===== config.mk =====
export PLATFORM = sky130hd
export DESIGN_NAME = alu_decode_stage
export DESIGN_NICKNAME = d
export VERILOG_FILES = /design/src/rtl/alu_decode_stage.sv
export SDC_FILE = /design/constraint.sdc
export NUM_CORES = 1
export LEC_CHECK = 0
export ABC_AREA = 1
export CAP_MARGIN = 40
export CORE_MARGIN = 2
export CORE_UTILIZATION = 42
export DETAILED_ROUTE_END_ITERATION = 10
export PLACE_DENSITY = 0.76
export SYNTH_ARGS = -nofsm -noshare
export SYNTH_HDL_FRONTEND = slang
export SYNTH_SLANG_ARGS = --single-unit

===== constraint.sdc =====
create_clock -name clk -period 2.2 [get_ports clk]
set_clock_uncertainty 0.15 [all_clocks]
set_input_delay 0.44 -clock clk [delete_from_list [all_inputs] [get_ports clk]]
set_output_delay 0.44 -clock clk [all_outputs]
set_load 0.05 [all_outputs]

===== src/rtl/alu_decode_stage.sv =====
// alu_decode_stage: RV32I decode for the ALU subset (OP, OP-IMM, LUI) behind
// a single valid/ready pipeline register, with a saturating count of the
// illegal bundles handed downstream.
module alu_decode_stage #(
   parameter int CNT_W = 8
) (
   input  logic             clk,
   input  logic             rst_n,
   input  logic             in_valid,
   output logic             in_ready,
   input  logic [31:0]      instr,
   output logic             out_valid,
   input  logic             out_ready,
   output logic [3:0]       alu_op,
   output logic [4:0]       rs1,
   output logic [4:0]       rs2,
   output logic [4:0]       rd,
   output logic [31:0]      imm,
   output logic             use_imm,
   output logic             illegal,
   output logic [CNT_W-1:0] err_count
);

   localparam logic [3:0] ALU_ADD   = 4'b0000;
   localparam logic [3:0] ALU_SUB   = 4'b0001;
   localparam logic [3:0] ALU_SLL   = 4'b0010;
   localparam logic [3:0] ALU_SLT   = 4'b0011;
   localparam logic [3:0] ALU_SLTU  = 4'b0100;
   localparam logic [3:0] ALU_XOR   = 4'b0101;
   localparam logic [3:0] ALU_SRL   = 4'b0110;
   localparam logic [3:0] ALU_SRA   = 4'b0111;
   localparam logic [3:0] ALU_OR    = 4'b1000;
   localparam logic [3:0] ALU_AND   = 4'b1001;
   localparam logic [3:0] ALU_PASSB = 4'b1111;

   localparam logic [6:0] OPC_OP    = 7'b0110011;
   localparam logic [6:0] OPC_OPIMM = 7'b0010011;
   localparam logic [6:0] OPC_LUI   = 7'b0110111;

   localparam logic [6:0] F7_BASE   = 7'b0000000;
   localparam logic [6:0] F7_ALT    = 7'b0100000;

   localparam logic [CNT_W-1:0] CNT_ONE = 1;

   // Shared funct3 -> ALU op mapping for the funct7=0 flavour of OP and OP-IMM
   function automatic logic [3:0] baseAluOp(input logic [2:0] f3);
      case (f3)
         3'b000:  baseAluOp = ALU_ADD;
         3'b001:  baseAluOp = ALU_SLL;
         3'b010:  baseAluOp = ALU_SLT;
         3'b011:  baseAluOp = ALU_SLTU;
         3'b100:  baseAluOp = ALU_XOR;
         3'b101:  baseAluOp = ALU_SRL;
         3'b110:  baseAluOp = ALU_OR;
         default: baseAluOp = ALU_AND;
      endcase
   endfunction

   logic [6:0]       opcode;
   logic [2:0]       funct3;
   logic [6:0]       funct7;

   logic [3:0]       aluOpD, aluOpQ;
   logic [4:0]       rs1D, rs1Q;
   logic [4:0]       rs2D, rs2Q;
   logic [4:0]       rdD, rdQ;
   logic [31:0]      immD, immQ;
   logic             useImmD, useImmQ;
   logic             illegalD, illegalQ;
   logic             validD, validQ;
   logic [CNT_W-1:0] errCountD, errCountQ;

   logic             xferIn;
   logic             xferOut;

   assign opcode = instr[6:0];
   assign funct3 = instr[14:12];
   assign funct7 = instr[31:25];

   assign in_ready = !validQ || out_ready;
   assign xferIn   = in_valid && in_ready;
   assign xferOut  = validQ && out_ready;

   // Decode the incoming word into the bundle that will be registered on accept
   always_comb begin
      aluOpD   = ALU_ADD;
      rs1D     = instr[19:15];
      rs2D     = instr[24:20];
      rdD      = instr[11:7];
      immD     = '0;
      useImmD  = 1'b0;
      illegalD = 1'b0;
      case (opcode)
         OPC_OP: begin
            if (funct7 == F7_BASE) begin
               aluOpD = baseAluOp(funct3);
            end else if (funct7 == F7_ALT && funct3 == 3'b000) begin
               aluOpD = ALU_SUB;
            end else if (funct7 == F7_ALT && funct3 == 3'b101) begin
               aluOpD = ALU_SRA;
            end else begin
               illegalD = 1'b1;
            end
         end
         OPC_OPIMM: begin
            useImmD = 1'b1;
            rs2D    = '0;
            aluOpD  = baseAluOp(funct3);
            if (funct3 == 3'b001 || funct3 == 3'b101) begin
               immD = {27'b0, instr[24:20]};
               if (funct3 == 3'b101 && funct7 == F7_ALT) begin
                  aluOpD = ALU_SRA;
               end else if (funct7 != F7_BASE) begin
                  illegalD = 1'b1;
               end
            end else begin
               immD = {{20{instr[31]}}, instr[31:20]};
            end
         end
         OPC_LUI: begin
            aluOpD  = ALU_PASSB;
            useImmD = 1'b1;
            immD    = {instr[31:12], 12'b0};
            rs1D    = '0;
            rs2D    = '0;
         end
         default: begin
            illegalD = 1'b1;
         end
      endcase
      if (illegalD) begin
         aluOpD  = ALU_ADD;
         immD    = '0;
         useImmD = 1'b0;
         rs1D    = instr[19:15];
         rs2D    = instr[24:20];
      end
   end

   // Occupancy and saturating illegal-bundle counter for the next edge
   always_comb begin
      validD    = validQ;
      errCountD = errCountQ;
      if (xferIn) begin
         validD = 1'b1;
      end else if (xferOut) begin
         validD = 1'b0;
      end
      if (xferOut && illegalQ && errCountQ != '1) begin
         errCountD = errCountQ + CNT_ONE;
      end
   end

   // Pipeline register: bundle loads only on accept so a stall holds it steady
   always_ff @(posedge clk) begin
      if (!rst_n) begin
         validQ    <= 1'b0;
         errCountQ <= '0;
         aluOpQ    <= '0;
         rs1Q      <= '0;
         rs2Q      <= '0;
         rdQ       <= '0;
         immQ      <= '0;
         useImmQ   <= 1'b0;
         illegalQ  <= 1'b0;
      end else begin
         validQ    <= validD;
         errCountQ <= errCountD;
         if (xferIn) begin
            aluOpQ   <= aluOpD;
            rs1Q     <= rs1D;
            rs2Q     <= rs2D;
            rdQ      <= rdD;
            immQ     <= immD;
            useImmQ  <= useImmD;
            illegalQ <= illegalD;
         end
      end
   end

   assign out_valid = validQ;
   assign alu_op    = aluOpQ;
   assign rs1       = rs1Q;
   assign rs2       = rs2Q;
   assign rd        = rdQ;
   assign imm       = immQ;
   assign use_imm   = useImmQ;
   assign illegal   = illegalQ;
   assign err_count = errCountQ;

endmodule


==> impl_metrics.ini, run 1 <==
[timing]
worst-slew-pin-transition_ps = 538
worst_slack_ps = 58.0
timing.final.max_slew_violations = 0
max_freq_ghz = 0.467
hold_violations = 0
rsz0062_at_grt = no
share_of_the_cycle_needed_by_the_critical_path_after_routing = 0.974
max_slew_headroom = 0.640
final_period_minus_worst_setup_slack_ps = 2140
setup_viol = 0

[floorplanning]
die_w_um = 85.1
area_of_the_placeable_core_um2 = 6350
die_height_um = 85.1
starting_density_of_the_core = 0.435
io_pins = 99
die-area_um2 = 7250
placementRows = 29

[synth]
synth_cell_types = 23
synth_top_cell_area_share = 0.449
syn_area_per_cell_um2 = 6.76
synth-async-reset-ratio = 0
synth_nets = 446
synth-seq-cells = 62
synth_edf_count = 0
synth.cell_area_um2 = 2770
dominantRegCellSynth = dfxtp_1
synth_sequential_area_ratio = 0.449
synth_most_common_cell = nand2_1
synth.top_cells.by_area = dfxtp_1 45%, nand2_1 16%, a21oi_1 9.8%, nor2_1 6.2%, inv_1 4.1%
netlist_instances = 409
ys.warnings.count = 0
netlist_top_cells_count = 120 x nand2_1, 62 x dfxtp_1, 54 x a21oi_1
post-synth-top-area-cell = dfxtp_1

[worst_hold_path]
worst_hold_path_type = flip-flop to flip-flop
capture_endpoint_of_the_worst_hold_path = imm[28]
min_delay_path_depth = 2
worst_hold_startpoint = imm[28]

[setup_path]
sum_of_buffers_and_inverters_on_the_critical_path = 1
critical-path-slowest-cell = clkdlybuf4s50_1
worst_setup_path_end_kind = primary output
worst-r2r-setup-slack_ps = 500
critPathKind = flip-flop to primary output
arrival_ps = 1550
cp.required_ps = 1610
crit_family = buffers and inverters
worst_path_largest_cell_delay_ps = 820
cp_max_fo = 4
worstReg2RegStart = err_count[0]
start_kind = flip-flop
regToRegEndpoint = err_count[0]
rr_worst_depth = 7
path_cells = clkdlybuf4s50_1

[layout]
drive_gt1_frac = 0.0848
fillerInstances = 561
sequential_cell_area_um2 = 1240
num-nets-final = 551
antennaDiodeCount = 0
area.growth.synth_to_final_pct = 50.2
multi_input_gate_area_in_the_final_layout_um2 = 1300

[global_routing]
grt.total_usage = 0.223
gr-total-overflow = 0
antenna_found_initial = 0
grt_max_degree = 58
first_global_vias = 2803
grt_pass1_wl_um = 13000

[routing]
drtAntennaViolNets = 0
total_via_count_after_detailed_routing = 3010
drt_initial_violations = 125
drc_errors = 0
detail_route.wl_per_cell_um = 13.0
drt_wl_total_um = 7730
vias_cell = 5.05
dr.pass1.iters = 4

[cts]
cts-hold-fix-buffers = 0
clock-root-buffer = clkbuf_8
cts.htree.levels = 3
clock_tree_from_tritoncts = yes
tritoncts_num_sinks = 62
post_cts_resized = 0
clk_path_buf_depth = 2
number_of_cts_inserted_buffers = 9
post-cts-setup-buffers = 0
cts.reportedPaths.clkPinSlew_ps = 70
clock_latency_ps = 340

[pwr]
p_per_area_nw_per_um2 = 638
total_leakage_power_nw = 1.70
power.total_mw = 2.65
vdd_drop_max_uv = 388

[flow_run]
cap_viol_max_count = 0

[place]
gp_congestion = 0.915
io_buffers = 98
detailedPlacementHpwl_um = 5410
pre_cts_ws_ps = -33.8

[run_status]
run_status = finished clean
[cells in the final DEF, fill, tap and decap left out, types with 8 or more instances in the layout]
| cell | count |
|---|---|
| clkdlybuf4s50_1 | 95 |
| dfxtp_1 | 62 |
| o21ai_0 | 22 |
| nand2_1 | 118 |
| clkbuf_8 | 9 |
| inv_1 | 30 |
| a21oi_1 | 54 |
| nand3_1 | 21 |
| nand4_1 | 8 |
| buf_4 | 14 |
| nor2_1 | 46 |
[through the flow]
| stage | TNS [ps] | utilization | cell area, um^2 | std cells | hold WS (ps) |
|---|---|---|---|---|---|
| 6_report | 0 | 0.654 | 4150 | 596 | 312 |
| 5_1_grt | 0 | 0.654 | 4150 | 596 | 331 |
| 4_1_cts | 0 | 0.653 | 4150 | 596 | 315 |
| 3_5_place_dp | -73.6 | 0.619 | 3930 | 580 | 303 |
| 3_3_place_gp | 0 | 0.619 | 3930 | 580 | 293 |
| 2_1_floorplan | 0 | - | 2770 | 409 | 428 |
[worst max-delay path by stage]
stage | start | to | depth (start not counted)
after floorplan | out_valid | imm[10] | 6
after global placement | instr[1] | rs2[4] | 9
after detailed placement | instr[1] | rs2[3] | 9
after CTS | err_count[7] | err_count[7] | 1
after global routing | err_count[1] | err_count[1] | 1
final | err_count[6] | err_count[6] | 1
[cells by family after synthesis]
family | Yosys count | synth area share
buffers and inverters | 56 | 0.0819
adders and majority gates | 1 | 0.00452
and+or+nand+nor | 204 | 0.303
DFF | 62 | 0.449
AOI/OAI and AO/OA | 85 | 0.158
xor gates and xnor gates | 1 | 0.00317
[layout make-up]
cell class | count | share of cell area
clock buffer | 9 | 0.0298
clock inverter | 7 | 0.0235
multi-input combinational | 291 | 0.314
tap | 77 | 0.0232
inverter | 35 | 0.0316
timing repair buffer | 115 | 0.280
sequential | 62 | 0.299
[routing by layer]
layer,up-vias,share of wire,track usage
li1,1518,-,-
met1,1374,0.47,0.287
met2,102,0.44,0.354
met3,16,0.063,0.0486
met4,0,0.023,0.107
met5,-,0,0
[power breakdown]
group	switching, mW	internal [mW]
clock	0.482	0.641
sequential	0.0132	1.15
combinational	0.221	0.149
[sequential cells by signal, indices dropped and copies added (netlist names)]
name and cells:
err_count 8, alu_op 4, rs2 5, imm 32
out_valid 1, rd 5, rs1 5, illegal 1
use_imm 1
No activity file was read; power rests on OpenSTA's default activity.
==> run 2, diff against run 1 <==
--- a/config.mk
+++ b/config.mk
@@ -14,3 +14,4 @@
 export SYNTH_ARGS = -nofsm -noshare
 export SYNTH_HDL_FRONTEND = slang
 export SYNTH_SLANG_ARGS = --single-unit
+export TNS_END_PERCENT = 1
==> results of run 2 <==
The final DEF is identical to that of run 1; final timing and power are the same.
